`config.mk`:
```
export PLATFORM = sky130hd
export DESIGN_NAME = activation_quant_pipe
export DESIGN_NICKNAME = d
export VERILOG_FILES = /design/src/rtl/activation_quant_pipe_pkg.sv /design/src/rtl/activation_quant_pipe_lane.sv /design/src/rtl/activation_quant_pipe.sv
export SDC_FILE = /design/constraint.sdc
export NUM_CORES = 1
export LEC_CHECK = 0
export BUFFER_PORTS_ARGS = -buffer_cell sky130_fd_sc_hd__buf_4
export CAP_MARGIN = 20
export CORE_MARGIN = 3
export CORE_UTILIZATION = 30
export CTS_BUF_LIST = sky130_fd_sc_hd__clkbuf_2 sky130_fd_sc_hd__clkbuf_4 sky130_fd_sc_hd__clkbuf_8
export CTS_CLUSTER_SIZE = 14
export DETAILED_ROUTE_END_ITERATION = 16
export PLACE_DENSITY = 0.59
export SLEW_MARGIN = 20
export SYNTH_ARGS = -nofsm -noshare
export SYNTH_HDL_FRONTEND = slang
export SYNTH_SLANG_ARGS = --single-unit
```
`constraint.sdc`:
```
create_clock -name clk -period 1.4 [get_ports clk]
set_clock_uncertainty 0.1 [all_clocks]
set_input_delay 0.14 -clock clk [delete_from_list [all_inputs] [get_ports clk]]
set_output_delay 0.14 -clock clk [all_outputs]
set_load 0.02 [all_outputs]
```
`src/rtl/activation_quant_pipe_pkg.sv`:
```
// Shared constants, types and the saturation helper for activation_quant_pipe.
// Optional saturation counter is enabled by ACT_SAT_CNT_EN.
package act_pkg;

   localparam int unsigned WD_DEF        = 8;
   localparam int unsigned FI_DEF        = 3;
   localparam int unsigned CH_DEF        = 8;
   localparam int unsigned FRAME_LEN_DEF = 64;

   localparam int unsigned PSUM_W = 2 * WD_DEF;
   localparam int unsigned CNT_W  = $clog2(FRAME_LEN_DEF) + 1;

   localparam logic signed [PSUM_W:0] SAT_HI = (PSUM_W+1)'(2 ** (WD_DEF - 1) - 1);
   localparam logic signed [PSUM_W:0] SAT_LO = -((PSUM_W+1)'(2 ** (WD_DEF - 1)));

   typedef enum logic {
      ACT_LINEAR = 1'b0,
      ACT_RELU   = 1'b1
   } act_mode_e;

   // Clamps a sign-extended (2*wd+1)-bit value into the signed wd-bit range.
   function automatic logic signed [63:0] sat_wd(input logic signed [63:0] v,
                                                 input int unsigned       wd);
      logic signed [63:0] hi;
      logic signed [63:0] lo;
      hi = (64'sd1 <<< (wd - 1)) - 64'sd1;
      lo = -(64'sd1 <<< (wd - 1));
      if (v > hi)
         sat_wd = hi;
      else if (v < lo)
         sat_wd = lo;
      else
         sat_wd = v;
   endfunction

endpackage

```
`src/rtl/activation_quant_pipe_lane.sv`:
```
// One channel of the requantiser: S1 round/shift/ReLU, S2 saturate to WD bits.
// Optional o_sat (clamp indicator) exists only with ACT_SAT_CNT_EN.
module act_quant_lane
   import act_pkg::*;
#(
   parameter int unsigned WD = WD_DEF,
   parameter int unsigned FI = FI_DEF
) (
   input  logic            clk,
   input  logic            rst_n,
   input  logic            i_ld1,
   input  logic            i_ld2,
   input  logic [2*WD-1:0] i_psum,
   input  logic            i_relu,
   input  logic            i_rnd,
   output logic [WD-1:0]   o_pix
`ifdef ACT_SAT_CNT_EN
   ,
   output logic            o_sat
`endif
);

   localparam int unsigned PW = 2 * WD;
   localparam logic signed [PW:0] RND_INC = (PW+1)'((2 ** FI) >> 1);

   logic signed [PW:0] w_p;
   logic signed [PW:0] w_t;
   logic signed [PW:0] w_s;
   logic signed [PW:0] r_s;
   act_mode_e          r_mode;
   logic [WD-1:0]      r_pix;
   logic signed [63:0] w_wide;
   logic signed [63:0] w_clamp;
   logic               w_sat;
   logic [WD-1:0]      w_pix;

   always_comb begin
      w_p = signed'({i_psum[PW-1], i_psum});
      w_t = w_p + (i_rnd ? RND_INC : '0);
      w_s = w_t >>> FI;
      if (i_relu && i_psum[PW-1])
         w_s = '0;
   end

   // ReLU results are never negative, so in that mode only the upper clamp can fire.
   always_comb begin
      w_wide  = 64'(r_s);
      w_clamp = sat_wd(w_wide, WD);
      w_sat   = (w_clamp != w_wide);
      w_pix   = w_sat ? w_clamp[WD-1:0] : r_s[WD-1:0];
      if (r_mode == ACT_RELU && r_s[PW])
         w_pix = '0;
   end

   always_ff @(posedge clk) begin
      if (!rst_n) begin
         r_s    <= '0;
         r_mode <= ACT_LINEAR;
         r_pix  <= '0;
      end else begin
         if (i_ld1) begin
            r_s    <= w_s;
            r_mode <= act_mode_e'(i_relu);
         end
         if (i_ld2)
            r_pix <= w_pix;
      end
   end

   assign o_pix = r_pix;
`ifdef ACT_SAT_CNT_EN
   assign o_sat = w_sat;
`endif

endmodule

```
`src/rtl/activation_quant_pipe.sv`:
```
// Two-stage multi-channel psum requantiser with valid/ready on both sides and frame-last flag.
// ACT_SAT_CNT_EN adds sat_cnt/sat_clr, a saturating count of clamped channels.
module activation_quant_pipe
   import act_pkg::*;
#(
   parameter int unsigned WD        = WD_DEF,
   parameter int unsigned FI        = FI_DEF,
   parameter int unsigned CH        = CH_DEF,
   parameter int unsigned FRAME_LEN = FRAME_LEN_DEF
) (
   input  logic               clk,
   input  logic               rst_n,
   input  logic               in_valid,
   output logic               in_ready,
   input  logic [CH*2*WD-1:0] in_psum,
   input  logic               in_relu,
   input  logic               in_rnd,
   output logic               out_valid,
   input  logic               out_ready,
   output logic [CH*WD-1:0]   out_ofmap,
   output logic               out_last
`ifdef ACT_SAT_CNT_EN
   ,
   output logic [15:0]        sat_cnt,
   input  logic               sat_clr
`endif
);

   localparam int unsigned CW = $clog2(FRAME_LEN) + 1;

   logic          r_s1_valid;
   logic          r_s2_valid;
   logic [CW-1:0] r_cnt;
   logic          w_ld1;
   logic          w_ld2;
   logic          w_acc;
   logic          w_en2;
   logic          w_emit;
   logic          w_cnt_end;

   assign w_ld2     = !r_s2_valid || out_ready;
   assign w_ld1     = !r_s1_valid || w_ld2;
   assign w_acc     = in_valid && w_ld1;
   assign w_en2     = w_ld2 && r_s1_valid;
   assign w_emit    = r_s2_valid && out_ready;
   assign w_cnt_end = (r_cnt == CW'(FRAME_LEN - 1));

   assign in_ready  = w_ld1;
   assign out_valid = r_s2_valid;
   assign out_last  = w_cnt_end && r_s2_valid;

   always_ff @(posedge clk) begin
      if (!rst_n) begin
         r_s1_valid <= 1'b0;
         r_s2_valid <= 1'b0;
         r_cnt      <= '0;
      end else begin
         if (w_ld1)
            r_s1_valid <= in_valid;
         if (w_ld2)
            r_s2_valid <= r_s1_valid;
         if (w_emit)
            r_cnt <= w_cnt_end ? '0 : r_cnt + 1'b1;
      end
   end

`ifdef ACT_SAT_CNT_EN
   logic [CH-1:0] w_sat;
   logic [15:0]   r_sat_cnt;
   logic [16:0]   w_sat_sum;

   always_comb begin
      w_sat_sum = {1'b0, r_sat_cnt};
      for (int unsigned c = 0; c < CH; c++)
         w_sat_sum = w_sat_sum + 17'(w_sat[c]);
   end

   always_ff @(posedge clk) begin
      if (!rst_n || sat_clr)
         r_sat_cnt <= '0;
      else if (w_en2)
         r_sat_cnt <= w_sat_sum[16] ? 16'hFFFF : w_sat_sum[15:0];
   end

   assign sat_cnt = r_sat_cnt;
`endif

   for (genvar c = 0; c < CH; c++) begin : g_lane
      act_quant_lane #(
         .WD(WD),
         .FI(FI)
      ) u_lane (
         .clk   (clk),
         .rst_n (rst_n),
         .i_ld1 (w_acc),
         .i_ld2 (w_en2),
         .i_psum(in_psum[c*2*WD +: 2*WD]),
         .i_relu(in_relu),
         .i_rnd (in_rnd),
`ifdef ACT_SAT_CNT_EN
         .o_sat (w_sat[c]),
`endif
         .o_pix (out_ofmap[c*WD +: WD])
      );
   end

endmodule

```
# ---- Word-level counts from Yosys, hierarchy flattened
# Cells that the tools add are included.
dict set report word_totals {
  register_bits 210
  out_inout_bits 67
}
dict set report op_classes {
  n_addsub 9
  n_lt_le_gt_ge 16
  n_eq_ne 9
  mux 42
  n_reduce_logical 24
}
# operator n
set op_table {}
lappend op_table {{64-bit 2-to-1 mux} 16}
lappend op_table {{64-bit by 17-bit != test with 1-bit output} 8}
lappend op_table {{17-bit adder} 8}
lappend op_table {{17-bit by 8-bit greater-than comparator with 1-bit output, second input constant} 8}
lappend op_table {{17-bit by 8-bit less-than comparator with 1-bit output, second input constant} 8}
lappend op_table {{17-bit 2-to-1 mux} 8}
lappend op_table {{8-bit 2-to-1 mux} 16}
lappend op_table {{1-bit logical AND} 20}
lappend op_table {{7-bit by 1-bit adder with 7-bit output, second input constant} 1}
lappend op_table {{7-bit by 6-bit equality test with 1-bit output, second input constant} 1}
lappend op_table {{7-bit 2-to-1 mux} 1}
lappend op_table {{3-bit 2-to-1 mux} 1}
lappend op_table {{1-bit logical NOT} 2}
lappend op_table {{1-bit logical OR} 2}

# ---- Logic depth before layout (Yosys ltp)
# Gate-level depths: netlist (run 1).
dict set report depth {
  depth_word 6
  ltp_mapped 7
  ltp_nobuf 6
}

# ---- Cells and area by module
# From an unflattened synthesis (run 1), not the netlist that was laid out.
dict set report unflattened {
  cells_unflattened 1139
  area_unflattened_um2 9490.4
}
# mod instances cells_per_inst area_per_inst_um2
set modules_own_cells {}
lappend modules_own_cells {act_quant_lane 8 136 1133.6}
lappend modules_own_cells {activation_quant_pipe 1 51 421.7}

# ---- Least setup slack after synthesis (run 1)
# No wires, ideal clock.
dict set report synth_path {
  kind {flip-flop to flip-flop}
  start {reg r_s2_valid (netlist: out_valid)}
  end {reg g_lane[4].u_lane.r_s[15]}
  setup_ps 114
  arrival_ps 1410
  required_ps 1186
  slack_ps -224
  path_stages_with_launch 7
  n_path_buf 2
  cell_sequence {dfxtp_1 nand3b_4 and2_1 buf_4 buf_6 o2111a_1 a21o_1}
}
dict set report synth_via {
  elab_chain_len 4
}
# item line
set synth_rtl {}
lappend synth_rtl {{start, declared} activation_quant_pipe.sv:32} ;# logic r_s2_valid;
lappend synth_rtl {{start signal, assigned} activation_quant_pipe.sv:61} ;# r_s2_valid <= r_s1_valid;
lappend synth_rtl {{1-bit logical NOT} activation_quant_pipe.sv:41} ;# assign w_ld2 = !r_s2_valid || out_ready;
lappend synth_rtl {{1-bit logical OR} activation_quant_pipe.sv:41}
lappend synth_rtl {{1-bit logical OR} activation_quant_pipe.sv:42} ;# assign w_ld1 = !r_s1_valid || w_ld2;
lappend synth_rtl {{net in_ready} activation_quant_pipe.sv:14} ;# output logic in_ready,
lappend synth_rtl {{1-bit logical AND} activation_quant_pipe.sv:43} ;# assign w_acc = in_valid && w_ld1;
lappend synth_rtl {{end signal, assigned} activation_quant_pipe_lane.sv:62} ;# r_s <= w_s;
lappend synth_rtl {{end, declared} activation_quant_pipe_lane.sv:29} ;# logic signed [PW:0] r_s;
# The timed path passes the listed nets, and every way through them passes these cells.
# A chain may end at the register's enable or synchronous reset.

# ---- Final worst setup path (run 1)
dict set report layout_path {
  start {reg r_cnt[1]}
  end {out out_last}
}
dict set report layout_via {
  elab_chain_len 2
}
# item line
set layout_rtl {}
lappend layout_rtl {{start, declared} activation_quant_pipe.sv:33} ;# logic [CW-1:0] r_cnt;
lappend layout_rtl {{start signal, assigned} activation_quant_pipe.sv:63} ;# r_cnt <= w_cnt_end ? '0 : r_cnt + 1'b1;
lappend layout_rtl {{7-bit by 6-bit equality test with 1-bit output} activation_quant_pipe.sv:46} ;# assign w_cnt_end = (r_cnt == CW'(FRAME_LEN - 1));
lappend layout_rtl {{1-bit logical AND} activation_quant_pipe.sv:50} ;# assign out_last = w_cnt_end && r_s2_valid;
lappend layout_rtl {{end, declared} activation_quant_pipe.sv:21} ;# output logic out_last
# No other way between the ends.

==> results of run 1 <==
kinds of logic (layout without fill, tap and decap cells):
family / after synthesis / count (layout)
other: 0 / 2
XOR/XNOR: 93 / 93
AO/OA/AOI/OAI: 262 / 262
buffers and inverters: 64 / 497
flip-flops: 186 / 186
AND/OR/NAND/NOR: 453 / 455
multiplexers: 4 / 4
adder cells (fa/ha/maj): 9 / 9
what timing repair did:
item | CTS | global route
gates resized for setup | 157 | 239
endpoints found under the hold margin | 115 | 0
cloned | 16 | 12
hold buffers | 114 | 0
setup endpoints to repair | 108 | 181
setup buffers | 32 | 17
pin swaps | 73 | 140
sequential cells by signal, summed over array words and instances, names as in the netlist:
register / flops
out_valid: 1
g_lane.u_lane.r_mode: 1
r_cnt: 7
r_s1_valid: 1
g_lane.u_lane.o_pix: 64
g_lane.u_lane.r_s: 112
cell usage after synthesis, types with 3 or more instances:
master    count
xnor2_1      44
and4_1       15
buf_2        23
and3_1       12
dfxtp_1     186
nor3_1       11
o21ai_1      31
nand2_1     218
buf_4        10
o21ai_0      45
xor2_1       49
a22o_1        4
nor2_1       26
nand4b_1      4
o31ai_2       4
and2_1       19
o211ai_1     58
nand4_1      32
nand3b_1      8
nor4_1       16
a21oi_1     105
clkbuf_1     15
nand3_1      80
ha_1          9
mux2i_1       3
inv_1        12
path summary, 6_finish.rpt:
path	start	cells past startpoint	endpoint
setup / recovery	r_cnt[1]	5	out_last
setup reg to reg	out_valid	8	g_lane[7].u_lane.r_s[3]
hold / removal	in_psum[3]	4	g_lane[0].u_lane.r_s[0]
hold reg to reg	r_cnt[6]	2	r_cnt[6]
layer usage:
layer	global-route usage, %	routed length [µm]	vias to the layer above
li1	-	-	4684
met1	25.0	14800	4603
met2	35.0	17900	302
met3	4.05	1780	50
met4	7.14	740	0
met5	0	0	-
power by group through the flow:
| stage | sequential [µW] | combinational (µW) | clock [µW] |
|---|---|---|---|
| 3_5_place_dp | 5890 | 2170 | 0 |
| 5_1_grt | 5870 | 3420 | 4040 |
| 6_report | 5830 | 3200 | 3740 |
| 2_1_floorplan | 6010 | 905 | 0 |
| 4_1_cts | 5790 | 2850 | 3820 |
| 3_3_place_gp | 5890 | 2150 | 0 |
metrics by stage:
step                      hold WS, ns  util (%)
after global routing           0.0108      52.7
after CTS                    0.000451      49.0
after floorplan                 0.165         -
after global placement          0.297      39.6
after detailed placement        0.305      39.6
final                          0.0191      52.7
final cells by class:
class	count	area, µm²
well taps	384	480
multi-input cells	823	6000
fillers	2564	13600
clock inverters	15	175
flip-flops and latches	186	3770
diodes	2	5.00
inverters	14	53.8
clock buffers	17	234
repair buffers	451	4450
critical path, cell delays in order (launching register included):
cell and delay (ns):
dfxtp_2 0.37, ha_4 0.13, nand4b_1 0.12, nor2_1 0.14, and2_1 0.16, buf_6 0.12
==> impl_metrics.py, run 1 <==
metrics = {
    "synthesis": {
        "yosys.area_share.simple_pct": 25.2,
        "ys_ff_latch": 186,
        "synth_async_sr_flop_share_pct": 0,
        "synth_xor_area_share_pct": 9.27,
        "synth_top_family_by_area": "simple AND/OR/NAND/NOR gates",
        "synth_area_leaders": "dfxtp_1 42%, nand2_1 9.3%, a21oi_1 6.0%, o211ai_1 5.0%, xor2_1 4.9%",
        "synth_mux_area_share_pct": 0.470,
        "synth_cell_type_count": 50,
        "synth_top_area_share_pct": 42.4,
        "synth.cell_area_um2": 8790,
        "syn_avg_cell_area_um2": 8.21,
        "synth-adder-area-share_pct": 1.28,
        "yosysWarnings": 0,
        "syn_nets": 1214,
        "synth_edf_count": 0,
        "synth_compound_area_share_pct": 17.8,
        "synth-seq-area-share_pct": 42.4,
        "ys.flop_type": "dfxtp_1",
        "postSynthCellCount": 1071,
        "yosysTopAreaCell": "dfxtp_1",
    },
    "power_and_ir_drop": {
        "p_per_area_nw_per_um2": 842,
        "vdd_drop_max_uv": 716,
        "internal_power_uw": 8550,
        "power.leakage_uw": 0.00606,
        "p_comb_share_pct": 25.0,
        "finalPower_uw": 12800,
        "clock_power_share_pct": 29.3,
        "switching_power_uw": 4230,
        "pwr-share-seq_pct": 45.7,
        "p_sw_share_pct": 33.1,
    },
    "setup_path": {
        "worstPathRequired_ns": 1.16,
        "worstSetupEndpointType": "output pin",
        "crit_path_start_kind": "register",
        "setup.worst_path.class": "register to output pin",
        "worstPathMaxFanout": 2,
        "worstPathArrival_ns": 1.51,
        "r2r_slack_ns": -0.29,
    },
    "layout": {
        "area_delta_synth_final_pct": 72.6,
        "stdcell_area_um2": 15200,
        "fin_nets": 1636,
        "final_cell_mix": "259 x buf_4, 159 x dfxtp_1, 128 x nand2_1",
        "fin_cells": 1892,
        "layout-drive-gt1-share_pct": 41.0,
        "final_common_cell": "buf_4",
    },
    "timing": {
        "maxSlewViolCount": 0,
        "fmax_mhz": 570,
        "finalHoldViolations": 0,
        "rsz0062_at_grt": "yes",
        "finalCritPeriodShare_pct": 125,
        "finalCriticalPeriod_ns": 1.75,
        "setup_viol": 122,
        "relSlewSlack_pct": 65.1,
        "finalSetupTns_ns": -17.92,
        "fin_ws_ns": -0.353,
        "worstMarginPinSlew_ns": 0.524,
    },
    "detailed_routing": {
        "vias": 9639,
        "dr.pass1.iters": 5,
        "wl_per_cell_um": 18.6,
        "wirelength_um": 35200,
        "remaining_drc_errors": 0,
        "vias_per_cell": 5.09,
        "first_iter_violations": 597,
        "drtAntennaViolNets": 0,
    },
    "floorplan": {
        "start_util_pct": 30.5,
        "die_y_um": 177,
        "pin_count": 201,
        "dieArea_um2": 31400,
        "rows": 62,
        "die_x_um": 177,
        "core_um2": 28800,
    },
    "grt": {
        "first_global_vias": 9401,
        "grt_max_degree": 96,
        "grt_overflow": 0,
        "grt_use_total_pct": 20.2,
        "grt_pass1_wl_um": 50200,
        "antenna_found_initial": 2,
    },
    "cts": {
        "clock-root-buffer": "clkbuf_8",
        "cts_num_sinks": 186,
        "clk_pin_slew_ns": 0.13,
        "numCtsBuffers": 17,
        "cts_buffer_depth": 2,
        "h-tree-depth": 4,
        "cts_tree": "done",
        "clock_latency_ns": 0.48,
    },
    "worst_hold_path": {
        "hold_class": "input port to register",
    },
    "placement": {
        "place_congestion": 0.865,
        "hpwlAfterDp_um": 20200,
        "dpl_cell_area_um2": 11400,
        "place_ws_ns": -0.276,
        "dp.cells": 1686,
        "port_buffers": 184,
    },
    "status": {
        "violations": "negative setup slack",
        "status": "finished with violations",
    },
    "run": {
        "cap_violations": 0,
    },
}
Note: power is estimated with default switching activity, not from simulation.
==> run 2, diff against run 1 <==
==> constraint.sdc (replaced) <==
create_clock -name clk -period 1.56 [get_ports clk]
set_clock_uncertainty 0.1 [all_clocks]
set_input_delay 0.156 -clock clk [delete_from_list [all_inputs] [get_ports clk]]
set_output_delay 0.156 -clock clk [all_outputs]
set_load 0.02 [all_outputs]
==> run 2 against run 1 <==
The run still ends with negative setup slack left. Die area is the same. Combinational power shrank 35%. Power shrank 16%. Utilization shrank 8.6 points. Final cell count shrank 5.1%. Count of clock-buffer cells in the layout is the same. Register-to-register slack gained 0.39 ns. Largest cell class unchanged.
==> impl_metrics.py, run 2 (synthesis gave the netlist of run 1 again) <==
metrics = {
    "status": {
        "status": "finished with violations",
        "violations": "negative setup slack",
    },
    "detailed_routing": {
        "wirelength_um": 28100,
        "dr.pass1.iters": 5,
        "first_iter_violations": 434,
        "drtAntennaViolNets": 0,
        "vias_per_cell": 4.96,
        "remaining_drc_errors": 0,
        "vias": 8917,
        "wl_per_cell_um": 15.7,
    },
    "worst_hold_path": {
        "hold_depth": 4,
        "hold_path_startpoint": "in_psum[115]",
        "hold_class": "input port to register",
        "whs_endpoint": "g_lane[7].u_lane.r_s[0]",
    },
    "timing": {
        "relSlewSlack_pct": 59.8,
        "worstMarginPinSlew_ns": 0.603,
        "finalCriticalPeriod_ns": 1.76,
        "finalHoldViolations": 0,
        "rsz0062_at_grt": "yes",
        "maxSlewViolCount": 0,
        "fin_ws_ns": -0.205,
        "finalCritPeriodShare_pct": 113,
        "fmax_mhz": 567,
        "setup_viol": 1,
    },
    "setup_path": {
        "r2r_end": "g_lane[5].u_lane.r_s[15]",
        "setup.worst_path.class": "register to output pin",
        "cp_slowest_cell": "dfxtp_2",
        "worstPathArrival_ns": 1.51,
        "slowest_delay_ns": 0.36,
        "reg2reg_depth": 5,
        "worstPathMaxFanout": 2,
        "r2r-start": "r_s1_valid",
        "cp_num_buf_inv": 1,
        "worstPathCellList": "ha_4 > nand4b_1 > nor2_2 > and2_4 > buf_6",
        "worstPathRequired_ns": 1.30,
        "crit_path_start_kind": "register",
        "cp_top_family": "simple AND/OR/NAND/NOR gates",
        "worstSetupEndpointType": "output pin",
        "r2r_slack_ns": 0.10,
    },
    "floorplan": {
        "dieArea_um2": 31400,
        "die_y_um": 177,
        "die_x_um": 177,
        "pin_count": 201,
        "rows": 62,
        "core_um2": 28800,
        "start_util_pct": 30.5,
    },
    "grt": {
        "antenna_found_initial": 0,
        "first_global_vias": 8667,
        "grt_max_degree": 66,
        "grt_overflow": 0,
        "grt_use_total_pct": 17.7,
        "grt_pass1_wl_um": 44400,
    },
    "layout": {
        "largest_reg_flops": 112,
        "antennaDiodeCount": 0,
        "area_delta_synth_final_pct": 44.3,
        "fin_nets": 1544,
        "final_common_cell": "buf_4",
        "regMostFlops": "g_lane.u_lane.r_s",
        "stdcell_area_um2": 12700,
        "fin_cells": 1796,
        "layout-drive-gt1-share_pct": 23.2,
        "final_cell_mix": "240 x buf_4, 209 x nand2_1, 183 x dfxtp_1",
        "fill_cells": 2837,
    },
    "placement": {
        "hpwlAfterDp_um": 19600,
        "place_congestion": 0.824,
        "port_buffers": 184,
        "dp.cells": 1651,
        "dpl_cell_area_um2": 11000,
    },
    "cts": {
        "numCtsBuffers": 17,
        "h-tree-depth": 4,
        "cts_buffer_depth": 2,
        "clock_latency_ns": 0.46,
        "cts_num_sinks": 186,
        "cts_tree": "done",
        "clk_pin_slew_ns": 0.10,
        "clock-root-buffer": "clkbuf_8",
    },
    "power_and_ir_drop": {
        "p_per_area_nw_per_um2": 842,
        "vdd_drop_max_uv": 451,
        "power.leakage_uw": 0.00484,
    },
    "run": {
        "cap_violations": 0,
    },
}
[run 2: report_power, final]
part | total, µW | switching (µW) | internal (µW) | leakage, µW
Sequential | 5200 | 180 | 5020 | 0.00152
Combinational | 2090 | 1090 | 993 | 0.00312
Clock | 3400 | 1810 | 1590 | 0.000193
Total | 10700 | 3090 | 7600 | 0.00484
[run 2: layout make-up]
| type | count | area (µm²) | share of cell area (%) |
|---|---|---|---|
| multi-input cells | 821 | 4900 | 38.6 |
| flip-flops and latches | 186 | 3730 | 29.4 |
| repair buffers | 361 | 3130 | 24.6 |
| well taps | 384 | 480 | 3.79 |
| clock buffers | 17 | 234 | 1.84 |
| clock inverters | 13 | 168 | 1.32 |
| inverters | 14 | 53.8 | 0.424 |
[run 2: how the worst max path moves through the flow]
stage | start | endpoint | cells after the start | slack (ns)
after global routing | r_cnt[1] | out_last | 5 | -0.31
final | r_cnt[1] | out_last | 5 | -0.20
after CTS | r_cnt[1] | out_last | 5 | -0.24
after detailed placement | in_rnd | g_lane[7].u_lane.r_s[9] | 8 | -0.15
after floorplan | in_rnd | g_lane[2].u_lane.r_s[15] | 7 | 0.02
after global placement | in_rnd | g_lane[7].u_lane.r_s[11] | 8 | -0.11
[run 2: worst min-delay path: cells and delay by family]
kind,cells,cell delay (ns)
compound gates,1,0.13
fa+ha+maj,1,0.12
buf+inv,1,0.10
simple gates,1,0.05
[run 2: timing repair]
item,in CTS,in global routing
gates resized for setup,10,27
setup buffers,7,1
endpoints found under the setup margin,41,71
hold endpoints to repair,115,0
hold buffers,108,0
pin swaps,3,8
[run 2: layer usage]
layer	vias up	track usage (%)	part of all wire, %
met1	4175	22.9	45
met3	20	3.07	5.1
li1	4486	-	-
met4	0	4.39	1.2
met5	-	0	0
met2	236	30.5	49
[run 2: metrics by stage]
step / power, µW / util, % / setup TNS (ns) / hold slack [ns] / worst slack (ns)
2_1_floorplan: 6190 / - / 0 / 0.181 / 0.0192
3_3_place_gp: 7110 / 38.3 / -2.67 / 0.315 / -0.111
3_5_place_dp: 7130 / 38.3 / -3.57 / 0.321 / -0.146
4_1_cts: 10800 / 43.7 / -0.634 / 0.000533 / -0.239
5_1_grt: 11200 / 44.1 / -0.305 / 0.0318 / -0.305
6_report: 10700 / 44.1 / -0.205 / 0.0443 / -0.205
